==> src/rtl/as_layer_ctrl.sv <==
// Layer-level controller for the upsample/route address sequencer: latches a layer
// command, programs the sequencer per pass and pulses start/done. Optional AS_WDT_EN adds a WAIT watchdog.
module as_layer_ctrl #(
  parameter int W_SIZE    = 9,
  parameter int W_CHANNEL = 11,
  parameter int FM_AW     = 16
`ifdef AS_WDT_EN
  , parameter int WDT_CYCLES = 65535
`endif
) (
  input  logic                          clk,
  input  logic                          rstn,
  input  logic                          cmd_vld,
  output logic                          cmd_rdy,
  input  logic                          cmd_mode,
  input  logic                          cmd_two_src,
  input  logic [W_SIZE-1:0]             cmd_width,
  input  logic [W_SIZE-1:0]             cmd_height,
  input  logic [W_CHANNEL-1:0]          cmd_ch0,
  input  logic [W_CHANNEL-1:0]          cmd_ch1,
  output logic [W_SIZE-1:0]             q_width,
  output logic [W_SIZE-1:0]             q_height,
  output logic [W_CHANNEL-1:0]          q_channel,
  output logic [W_CHANNEL-1:0]          q_channel_out,
  output logic [W_SIZE+W_CHANNEL-1:0]   q_row_stride,
  output logic                          q_as_mode,
  output logic [FM_AW-1:0]              q_route_offset,
  output logic                          q_addr_seq_start,
  input  logic                          addr_seq_done,
  output logic                          busy,
  output logic                          layer_done
`ifdef AS_WDT_EN
  , output logic                        wdt_err
`endif
);

  localparam int SW = W_SIZE + W_CHANNEL;

  typedef enum logic [2:0] {IDLE, CFG, START, WAIT, DONE} state_t;
  state_t state, state_nxt;

  logic                 l_mode, l_two_src, pass;
  logic [W_SIZE-1:0]    l_width, l_height;
  logic [W_CHANNEL-1:0] l_ch0, l_ch1;
  logic                 accept, second_pass, wdt_hit;

  assign accept      = cmd_vld & cmd_rdy;
  assign second_pass = l_mode & l_two_src & ~pass;

`ifdef AS_WDT_EN
  localparam int CW = (WDT_CYCLES > 2) ? $clog2(WDT_CYCLES) : 1;
  logic [CW-1:0] wdt_cnt;
  logic          wdt_flag;

  assign wdt_hit = (wdt_cnt == CW'(WDT_CYCLES - 1));
  assign wdt_err = (state == DONE) & wdt_flag;

  // Counter restarts on every START so each pass gets a full budget.
  always_ff @(posedge clk or negedge rstn) begin
    if (!rstn) begin
      wdt_cnt  <= '0;
      wdt_flag <= 1'b0;
    end else begin
      if (state == START)     wdt_cnt <= '0;
      else if (state == WAIT) wdt_cnt <= wdt_cnt + 1'b1;
      if (accept)
        wdt_flag <= 1'b0;
      else if (state == WAIT && !addr_seq_done && wdt_hit)
        wdt_flag <= 1'b1;
    end
  end
`else
  assign wdt_hit = 1'b0;
`endif

  always_ff @(posedge clk or negedge rstn) begin
    if (!rstn) state <= IDLE;
    else       state <= state_nxt;
  end

  always_comb begin
    state_nxt = state;
    case (state)
      IDLE:  if (accept) state_nxt = CFG;
      CFG:   state_nxt = START;
      START: state_nxt = WAIT;  // a done seen here belongs to nothing we issued
      WAIT: begin
        if (addr_seq_done) state_nxt = second_pass ? CFG : DONE;
        else if (wdt_hit)  state_nxt = DONE;
      end
      DONE:  state_nxt = IDLE;
      default: state_nxt = IDLE;
    endcase
  end

  assign cmd_rdy          = (state == IDLE);
  assign busy             = (state != IDLE);
  assign q_addr_seq_start = (state == START);
  assign layer_done       = (state == DONE);

  // Command latch and pass index
  always_ff @(posedge clk or negedge rstn) begin
    if (!rstn) begin
      l_mode    <= 1'b0;
      l_two_src <= 1'b0;
      l_width   <= '0;
      l_height  <= '0;
      l_ch0     <= '0;
      l_ch1     <= '0;
      pass      <= 1'b0;
    end else if (accept) begin
      l_mode    <= cmd_mode;
      l_two_src <= cmd_two_src;
      l_width   <= cmd_width;
      l_height  <= cmd_height;
      l_ch0     <= cmd_ch0;
      l_ch1     <= cmd_ch1;
      pass      <= 1'b0;
    end else if (state == WAIT && addr_seq_done && second_pass) begin
      pass      <= 1'b1;
    end
  end

  // Per-pass configuration, computed from the latched command
  logic [W_CHANNEL-1:0] ch_nxt, ch_out_nxt;
  logic [FM_AW-1:0]     off_nxt;
  logic [SW-1:0]        stride_nxt;

  always_comb begin
    ch_nxt     = l_ch0;
    ch_out_nxt = l_ch0;
    off_nxt    = '0;
    if (l_mode) begin
      if (pass) begin
        ch_nxt     = l_ch1;
        ch_out_nxt = q_channel_out;
        off_nxt    = FM_AW'(l_ch0);
      end else if (l_two_src) begin
        ch_out_nxt = l_ch0 + l_ch1;  // wraps by design
      end
    end
    stride_nxt = SW'(l_width) * SW'(ch_nxt);
  end

  always_ff @(posedge clk or negedge rstn) begin
    if (!rstn) begin
      q_width        <= '0;
      q_height       <= '0;
      q_channel      <= '0;
      q_channel_out  <= '0;
      q_row_stride   <= '0;
      q_as_mode      <= 1'b0;
      q_route_offset <= '0;
    end else if (state == CFG) begin
      q_width        <= l_width;
      q_height       <= l_height;
      q_channel      <= ch_nxt;
      q_channel_out  <= ch_out_nxt;
      q_row_stride   <= stride_nxt;
      q_as_mode      <= l_mode;
      q_route_offset <= off_nxt;
    end
  end

endmodule
==> config.mk <==
export PLATFORM = sky130hd
export DESIGN_NAME = as_layer_ctrl
export DESIGN_NICKNAME = d
export VERILOG_FILES = /design/src/rtl/as_layer_ctrl.sv
export SDC_FILE = /design/constraint.sdc
export NUM_CORES = 1
export LEC_CHECK = 0
export ABC_AREA = 1
export CAP_MARGIN = 20
export CORE_MARGIN = 5
export CORE_UTILIZATION = 50
export DETAILED_ROUTE_END_ITERATION = 8
export GPL_ROUTABILITY_DRIVEN = 0
export MAX_ROUTING_LAYER = met4
export PLACE_DENSITY = 0.78
export SYNTH_ARGS = -nofsm -noshare
export SYNTH_HDL_FRONTEND = slang
export SYNTH_SLANG_ARGS = --single-unit
==> constraint.sdc <==
create_clock -name clk -period 4.48 [get_ports clk]
set_input_delay 1.12 -clock clk [delete_from_list [all_inputs] [get_ports clk]]
set_output_delay 1.12 -clock clk [all_outputs]
set_load 0.05 [all_outputs]
==> impl_metrics.csv, run 1 <==
group,metric,value,unit
setup_path,r2r_cells,21,
setup_path,path_cells,"nand2_4 > clkbuf_16 > o21ai_4 > inv_2 > buf_4 > nand2_1 > fa_1 > fa_1 > fa_1 > fa_1 > inv_1 > ha_4 > nand2_2 > inv_2 > nand2_2 > nor2_1 > nand2_1 > nand2_1 > nand2_1 > nand3_1 > nand2_1",
setup_path,arrival,4760,ps
routing,drt-pass1-iter-count,8,
synthesis,async_reset_ff_frac,1.00,
synthesis,synth_cells,1080,
clock_network,clk_latency,420,ps
synthesis,synth_area_leaders,"dfrtp_1, nand2_1, fa_1",
routing,drc,0,
global_routing,grt_max_degree,73,
setup_path,crit_type,"register to register",
global_routing,grt_pass1_wl,38600,um
die,ioPinCount,127,
final_layout,diodes,0,
routing,vias_per_cell,5.30,
synthesis,ys_ff_latch,118,
timing,hold-worst-slack,476,ps
synthesis,ys_warn_count,0,
place,placed_cells,1445,
final_layout,final_area,11400,um2
global_routing,grt_pass1_vias,7734,
synthesis,netlist_area,8530,um2
place,place_area,10300,um2
die,die_h,141,um
worst_hold_path,hp-class,"register to register",
routing,routedWlPerCell,16.4,um
synthesis,ys_seq_area_frac,0.346,
die,die_x,141,um
routing,drt_wl_total,24400,um
setup_path,crit_family,"adder cells",
clock_network,clock_path_buffers,2,
routing,m1WireLength,9880,um
timing,tightestPinTransition,710,ps
routing,ant_nets,0,
clock_network,cts_buffers,17,
setup_path,slowest_stage,"fa_1",
global_routing,grt_overflow_total,0,
final_layout,drive_above_1_share,0.176,
die,num_rows,47,
timing,finalCriticalPeriod,4460,ps
setup_path,r2r-start,"l_mode$_DFFE_PN0P_",
die,design.die.area,19800,um2
clock_network,cts.sinks,118,
setup_path,worstPathRequired,4780,ps
timing,fin_crit_sh,0.995,
routing,wl_met2,11600,um
synthesis,synthDistinctLibCells,36,
routing,routed-wl-met3,1930,um
flow_run,cap_violations,0,
global_routing,grtUsageTotal,0.250,
setup_path,worstSetupEndpointType,"register",
timing,hold_viol_final,0,
final_layout,layout.cells.non_filler,1485,
worst_hold_path,hp-start,"q_row_stride[4]$_DFFE_PN0P_",
synthesis,synth.top_cell.area_share,0.346,
synthesis,yosysMostFrequentCell,"nand2_1",
final_layout,finish.net_count,1414,
routing,top_layer_used,"met4",
final_layout,syn_to_final_growth,33.2,%
setup_path,slowest_delay,560,ps
die,coreArea,16600,um2
status,status,"finished, final reports clean",
timing,clock_skew,8.70,ps
clock_network,cts_tree,"built",
worst_hold_path,hold_depth,2,
setup_path,worstSetupStartpointType,"register",
setup_path,r2r_slack,20,ps
setup_path,path_common_cell,"nand2_1",
synthesis,yosys.area.top_type,"dfrtp_1",
setup_path,critPathMaxFanout,6,
timing,rsz0062_at_grt,"true",
clock_network,clk_pin_slew,60,ps
routing,via_count,7869,
timing,slew_headroom,0.527,
place,io_buffers,121,
timing,fmax,0.224,GHz
synthesis,syn_avg_cell_area,7.90,um2
global_routing,grt_antenna_before_repair,0,
place,dpl.hpwl,16900,um
timing,slew_viol_final,0,
setup_path,cp_num_buf_inv,5,
clock_network,htree_levels,4,
setup_path,r2r_end,"q_row_stride[18]$_DFFE_PN0P_",
timing,setup_viol,0,
synthesis,synth_flop_cell,"dfrtp_1",
die,start_util,0.512,
synthesis,ys_top_cells_by_count,"nand2_1, inv_1, dfrtp_1",
worst_hold_path,holdPathEnd,"q_row_stride[4]$_DFFE_PN0P_",
synthesis,synth_edf_count,0,
routing,first_iter_violations,734,
clock_network,clockRootBuffer,"clkbuf_16",
==> sequential cells by signal, summed over array words and instances, names as in the netlist, 3 cells and up <==
name and flops:
q_row_stride 20, l_ch0 11, l_ch1 11, q_channel 11
q_channel_out 11, q_route_offset 11, l_height 9, l_width 9
q_height 9, q_width 9, state 3
==> layout make-up <==
cell class                 count  area [um2]
timing repair buffer         184        1770
clock buffer                  17         425
multi-input combinational    736        5070
sequential                   118        2950
clock inverter                14         128
fill                        1285        5280
tap                          220         275
inverter                     196         743
==> cell families (layout without fill, tap and decap cells) <==
logic type | count (synthesis) | after routing | synth area share
and+or+nand+nor | 489 | 489 | 0.229
buffers and inverters | 230 | 411 | 0.113
AOI/OAI and AO/OA | 120 | 120 | 0.0786
DFF | 118 | 118 | 0.346
adders and majority gates | 115 | 115 | 0.226
xor gates and xnor gates | 7 | 7 | 0.00719
other | 1 | 5 | 0.000440
==> worst max-delay path by stage <==
stage | startpoint | to | slack, ps | cells past startpoint
4_1_cts | pass$_DFFE_PN0P_ | q_row_stride[19]$_DFFE_PN0P_ | 0.7 | 22
2_1_floorplan | l_mode$_DFFE_PN0P_ | q_row_stride[11]$_DFFE_PN0P_ | 110 | 21
5_1_grt | l_mode$_DFFE_PN0P_ | q_row_stride[10]$_DFFE_PN0P_ | -150 | 20
3_3_place_gp | pass$_DFFE_PN0P_ | q_row_stride[11]$_DFFE_PN0P_ | -60 | 20
3_5_place_dp | pass$_DFFE_PN0P_ | q_row_stride[18]$_DFFE_PN0P_ | -150 | 21
6_report | l_mode$_DFFE_PN0P_ | q_row_stride[18]$_DFFE_PN0P_ | 20 | 21
==> stage by stage <==
| stage | setup TNS (ps) | worst slack [ps] | util |
|---|---|---|---|
| after detailed placement | -645 | -147 | 0.616 |
| after global routing | -867 | -147 | 0.683 |
| after floorplan | 0 | 113 | - |
| after global placement | -154 | -57.6 | 0.616 |
| after CTS | 0 | 0.666 | 0.658 |
| final | 0 | 20.9 | 0.683 |
==> placed cells by master, fill, tap and decap left out, types with 17 or more instances in the layout <==
cell / n
nand3_1: 38
fa_1: 60
inv_2: 28
a21oi_1: 17
o21ai_0: 61
nand2_2: 30
clkdlybuf4s50_1: 120
inv_1: 160
buf_4: 56
dfrtp_1: 118
ha_1: 39
clkbuf_16: 18
nor2_1: 60
nand2_1: 316
==> worst min-delay path, cell delays in order, from the launching register on <==
cell	delay, ps
dfrtp_1	340
nand2_1	50
nand2_1	50
==> layer usage <==
layer	GRT usage	vias up
met5	-	-
met2	0.390	408
met1	0.327	3730
met3	0.0467	97
li1	-	3634
met4	0.0964	0
==> what timing repair did <==
| action | CTS | global route |
|---|---|---|
| gates resized for setup | 26 | 108 |
| hold buffers | 0 | 0 |
| pin swaps | 2 | 46 |
| gates cloned | 1 | 1 |
| buffers inserted | 1 | 7 |
| endpoints found under the setup margin | 9 | 12 |
Power of run 1 is not shown: default switching activity piles up to over one toggle a cycle in this logic, so the estimate is an artifact.
==> run 2, diff against run 1 <==
==> constraint.sdc (replaced) <==
create_clock -name clk -period 4.48 [get_ports clk]
set_input_delay 1.12 -clock clk [delete_from_list [all_inputs] [get_ports clk]]
set_output_delay 1.12 -clock clk [all_outputs]
set_load 0.02 [all_outputs]
==> results of run 2 <==
No change in the layout: final DEF, timing and power equal those of run 1.
Power of run 2 is left out for the same reason.
